===== src/rtl/program_memory_loadable.sv =====
// Loadable instruction memory: single-cycle registered fetch port plus a
// serial byte loader that assembles little-endian words into the array.
//
// Ports:
//   clk, reset         clock, asynchronous active-low reset
//   Address, FetchReq  fetch byte address and request
//   Instruction        registered fetched word (0 on a faulting fetch)
//   InstrValid         one-cycle pulse marking a fetch response
//   AddrFault          qualifies InstrValid: misaligned or out-of-range fetch
//   LoadEnable         level, enters and holds load mode
//   LoadByte/LoadValid serial program byte stream
//   Busy               high while loading
//   LoadDone           one-cycle pulse on leaving the load state
//   LoadCount          words written by the last/current load
module program_memory_loadable #(
  parameter int unsigned           MEMORY_DEPTH = 64,
  parameter int unsigned           DATA_WIDTH   = 32,
  parameter logic [DATA_WIDTH-1:0] BASE_ADDRESS = 32'h0040_0000
) (
  input  logic                          clk,
  input  logic                          reset,
  input  logic [DATA_WIDTH-1:0]         Address,
  input  logic                          FetchReq,
  output logic [DATA_WIDTH-1:0]         Instruction,
  output logic                          InstrValid,
  output logic                          AddrFault,
  input  logic                          LoadEnable,
  input  logic [7:0]                    LoadByte,
  input  logic                          LoadValid,
  output logic                          Busy,
  output logic                          LoadDone,
  output logic [$clog2(MEMORY_DEPTH):0] LoadCount
);

  localparam int unsigned AW = $clog2(MEMORY_DEPTH);
  localparam int unsigned CW = AW + 1;

  typedef enum logic {
    IDLE    = 1'b0,
    LOADING = 1'b1
  } state_t;

  state_t                state;
  logic [DATA_WIDTH-1:0] mem [MEMORY_DEPTH];
  logic [AW-1:0]         ptr;
  logic [1:0]            lane;
  logic [23:0]           byte_buf;
  // Set when a load filled the array; blocks re-entry until LoadEnable drops.
  logic                  full_hold;

  // Fetch address decode
  logic [DATA_WIDTH-1:0] offset;
  logic [AW-1:0]         index;
  logic                  misaligned;
  logic                  in_range;
  logic                  fault;

  assign offset     = Address - BASE_ADDRESS;
  assign index      = offset[AW+1:2];
  assign misaligned = |Address[1:0];
  assign in_range   = (Address >= BASE_ADDRESS) && (offset[DATA_WIDTH-1:AW+2] == '0);
  assign fault      = misaligned || !in_range;

  // Word write fires when the fourth byte of a word is accepted
  logic        wr_en;
  logic [31:0] wr_word;

  assign wr_en   = (state == LOADING) && LoadEnable && LoadValid && (lane == 2'd3);
  assign wr_word = {LoadByte, byte_buf};

  // Memory array, never reset
  always_ff @(posedge clk) begin
    if (wr_en) begin
      mem[ptr] <= DATA_WIDTH'(wr_word);
    end
  end

  // Control FSM and registered outputs
  always_ff @(posedge clk or negedge reset) begin
    if (!reset) begin
      state       <= IDLE;
      Instruction <= '0;
      InstrValid  <= 1'b0;
      AddrFault   <= 1'b0;
      Busy        <= 1'b0;
      LoadDone    <= 1'b0;
      LoadCount   <= '0;
      ptr         <= '0;
      lane        <= '0;
      byte_buf    <= '0;
      full_hold   <= 1'b0;
    end else begin
      InstrValid <= 1'b0;
      AddrFault  <= 1'b0;
      LoadDone   <= 1'b0;
      case (state)
        IDLE: begin
          if (!LoadEnable) begin
            full_hold <= 1'b0;
          end
          if (LoadEnable) begin
            // Load wins over a simultaneous fetch, which is dropped
            if (!full_hold) begin
              state     <= LOADING;
              Busy      <= 1'b1;
              ptr       <= '0;
              lane      <= '0;
              LoadCount <= '0;
            end
          end else if (FetchReq) begin
            InstrValid <= 1'b1;
            if (fault) begin
              AddrFault   <= 1'b1;
              Instruction <= '0;
            end else begin
              Instruction <= mem[index];
            end
          end
        end
        LOADING: begin
          if (!LoadEnable) begin
            // Partial word is discarded
            state    <= IDLE;
            Busy     <= 1'b0;
            LoadDone <= 1'b1;
            lane     <= '0;
          end else if (LoadValid) begin
            if (lane == 2'd3) begin
              lane      <= '0;
              ptr       <= ptr + AW'(1);
              LoadCount <= LoadCount + CW'(1);
              if (LoadCount == CW'(MEMORY_DEPTH - 1)) begin
                state     <= IDLE;
                Busy      <= 1'b0;
                LoadDone  <= 1'b1;
                full_hold <= 1'b1;
              end
            end else begin
              byte_buf[{lane, 3'b000} +: 8] <= LoadByte;
              lane                          <= lane + 2'd1;
            end
          end
        end
        default: begin
          state <= IDLE;
          Busy  <= 1'b0;
        end
      endcase
    end
  end

endmodule


===== config.mk =====
export PLATFORM = sky130hd
export DESIGN_NAME = program_memory_loadable
export DESIGN_NICKNAME = d
export VERILOG_FILES = /design/src/rtl/program_memory_loadable.sv
export SDC_FILE = /design/constraint.sdc
export NUM_CORES = 2
export LEC_CHECK = 0
export BUFFER_PORTS_ARGS = -buffer_cell sky130_fd_sc_hd__clkbuf_2
export CORE_MARGIN = 3
export CORE_UTILIZATION = 45
export CTS_BUF_LIST = sky130_fd_sc_hd__clkbuf_8 sky130_fd_sc_hd__clkbuf_16
export DETAILED_ROUTE_END_ITERATION = 16
export PLACE_DENSITY = 0.66
export SLEW_MARGIN = 5
export SYNTH_ARGS = -nofsm -noshare
export SYNTH_HDL_FRONTEND = slang
export SYNTH_SLANG_ARGS = --single-unit

===== constraint.sdc =====
create_clock -name clk -period 4.2 [get_ports clk]
set_clock_uncertainty 0.2 [all_clocks]
set_input_delay 0.21 -clock clk [delete_from_list [all_inputs] [get_ports clk]]
set_output_delay 0.21 -clock clk [all_outputs]
set_load 0.01 [all_outputs]

==> results.sh <==
export IMPL_worst_skew_pair_late_latency_ps=830
export IMPL_tritoncts="built"
export IMPL_layout_drive_gt1_share=0.270
export IMPL_leakagePower_nw=30.6
export IMPL_synth_commonest_cells="edfxtp_1 (2048), mux4_2 (463), mux2i_1 (196)"
export IMPL_finalCritPeriodShare=0.889
export IMPL_num_fill_cells=13600
export IMPL_grt_setup_unrepaired="no"
export IMPL_outcome="complete, no violations"
export IMPL_p_total_mw=43.7
export IMPL_synth_edff_count=2048
export IMPL_dpl_cell_count=6305
export IMPL_cts_sinks=2125
export IMPL_io_buffers=87
export IMPL_start_util=0.456
export IMPL_synth_async_reset_ratio=0.0362
export IMPL_hpwl_mm=129
export IMPL_finalSetupViolCount=0
export IMPL_antenna_found_initial=11
export IMPL_relSlewSlack=0.160
export IMPL_fin_cells=6719
export IMPL_worst_path_largest_cell_delay_ps=640
export IMPL_yosys_area_top_type_share=0.750
export IMPL_pin_count=88
export IMPL_globalplace_congestion=0.833
export IMPL_grt_pass1_wl_mm=315
export IMPL_dr_pass1_iters=7
export IMPL_cts_buffers=204
export IMPL_syn_nets=3897
export IMPL_tns_ps=0
export IMPL_worst_setup_path_start_kind="input pin"
export IMPL_cts_setup_buffers=0
export IMPL_yosysWarnings=0
export IMPL_cp_end_kind="flip-flop"
export IMPL_grt_max_degree=68
export IMPL_drtIter0Drc=5785
export IMPL_synth_area_leaders="edfxtp_1 (75%), mux4_2 (13%), mux2i_1 (2.4%), dfrtp_1 (2.4%), nand2_1 (0.84%)"
export IMPL_cp_required_ps=4760
export IMPL_die_height_um=433
export IMPL_root_buffer="clkbuf_16"
export IMPL_grt_pass1_vias=41200
export IMPL_max_freq_mhz=268
export IMPL_nNetsFinal=4233
export IMPL_dpl_cell_area_mm2=0.0868
export IMPL_worst_ep_arrival_time_ps=4290
export IMPL_hold_path_class="input pin to flip-flop"
export IMPL_synth_area_mm2=0.0819
export IMPL_final_hold_violation_count=0
export IMPL_period_needed_ps=3730
export IMPL_yosysTopAreaCell="edfxtp_1"
export IMPL_finalMaxSlewViolations=0
export IMPL_core_mm2=0.180
export IMPL_ctsLongestPathBuffers=3
export IMPL_synth_seq_cells=2125
export IMPL_drt_vias_per_instance=6.22
export IMPL_wl_mm=222
export IMPL_power_density_mw_per_mm2=465
export IMPL_cp_max_fo=11
export IMPL_worst_slew_pin_slew_ps=1260
export IMPL_final_util=0.522
export IMPL_ant_nets=0
export IMPL_critPathKind="input pin to flip-flop"
export IMPL_ys_flop_type="edfxtp_1"
export IMPL_routedWlPerCell_um=33.0
export IMPL_dr_total_vias=41800
export IMPL_syn_area_per_cell_um2=21.3
export IMPL_worst_path_most_repeated_cell="dlygate4sd3_1"
export IMPL_die_area_mm2=0.187
export IMPL_ir_drop_mv=0.330
export IMPL_yosysMostFrequentCell="edfxtp_1"
export IMPL_drc_errors=0
export IMPL_synthCells=3845
export IMPL_final_cell_area_mm2=0.0938
export IMPL_die_x_um=433
export IMPL_area_growth_pct=14.5
export IMPL_cts_htree_levels=4
export IMPL_cp_slowest_cell="dlygate4sd3_1"
export IMPL_yosysUniqueCellTypes=68
export IMPL_clkTransAtPathRegs_ps=60
export IMPL_path_cells="dlygate4sd3_1, clkbuf_2, nor4_1, dlygate4sd3_1, nand4_1, dlygate4sd3_1, nor3_2, buf_4, o311ai_0, a41oi_1, a32o_1, dlygate4sd3_1"
export IMPL_grt_ovfl_total=0
export IMPL_fp_row_count=155
export IMPL_cap_viol_max_count=0
export IMPL_synth_seq_area_share=0.774
export IMPL_grt_usage=0.239
[power breakdown]
group          switching, mW  leakage (nW)  internal (mW)
combinational           1.19          7.17          0.607
clock                   7.73          3.54           10.6
sequential             0.182          19.8           23.4
[logic make-up (layout without fill, tap and decap cells)]
group / Yosys count / after routing / synth area share
DFF: 2125 / 2125 / 0.774
muxes: 664 / 664 / 0.152
and+or+nand+nor: 450 / 450 / 0.0242
AOI/OAI and AO/OA: 366 / 366 / 0.0306
buffers and inverters: 226 / 740 / 0.0175
adders and majority gates: 7 / 7 / 0.00107
xor gates and xnor gates: 7 / 7 / 0.000748
other: 0 / 5 / 0
[routing by layer]
layer	global-route usage	part of all wire
met1	0.340	0.39
met2	0.377	0.48
met3	0.0487	0.10
met4	0.0693	0.028
met5	0	0.00012
[metrics by stage]
stage	setup WS (ps)	hold WS, ps
2_1_floorplan	667	-286
3_3_place_gp	589	201
3_5_place_dp	623	204
4_1_cts	592	0.630
5_1_grt	294	36.6
6_report	468	40.5
[worst max-delay path, delay by kind of cell]
family                 cells  cell delay [ps]
AO/OA/AOI/OAI              3              840
buffers and inverters      6             2760
AND/OR/NAND/NOR            3              460
[worst paths after layout]
kind / from / endpoint / slack, ps / cells past startpoint
max: Address[18] / Instruction[10] / 470 / 12
min: LoadByte[1] / mem[19][25] / 40 / 1
max reg2reg: state / Instruction[10] / 850 / 8
min reg2reg: Instruction[16] / Instruction[16] / 300 / 1
max in group asynchronous: reset / InstrValid / 2900 / 4
min in group asynchronous: reset / Instruction[12] / 360 / 4
[state kept, by name (all words and copies together), names as in the netlist, 2 cells and up]
name,cells
ptr,6
lane,2
byte_buf,24
Instruction,32
LoadCount,7
mem,2048
[placed cells by master (no fill, tap or decap), types with 14 or more instances in the layout]
cell           instances
nor2_4                64
a211oi_1              15
bufinv_16             21
a221oi_1              21
buf_4                193
clkinv_2              33
a21oi_1               65
a31oi_1               24
clkbuf_2              81
buf_12                45
mux4_2               463
o21ai_0               56
dlygate4sd3_1         23
a22oi_1               84
clkbuf_8              14
nand2_1              182
dfrtp_1               59
nor2_1                72
nor3_1                14
inv_1                 65
nand3_1               26
nor2b_1               15
clkinv_1              37
edfxtp_1            2048
dfrtp_2               18
mux2i_1              196
clkbuf_16            211
[cell type report]
cell class / count / area, µm² / area share
Antenna cell: 5 / 12.5 / 0.000133
Timing Repair Buffer: 346 / 3060 / 0.0326
Clock inverter: 159 / 1260 / 0.0135
Sequential cell: 2125 / 63400 / 0.676
Tap cell: 2355 / 2950 / 0.0314
Multi-Input combinational cell: 1494 / 17600 / 0.188
Clock buffer: 225 / 5470 / 0.0583
Inverter: 10 / 40.0 / 0.000427
[what timing repair did]
action	in CTS	in global routing
gates resized for setup	0	0
hold endpoints to repair	338	67
hold buffers	23	1
(Power assumes the default switching activity.)
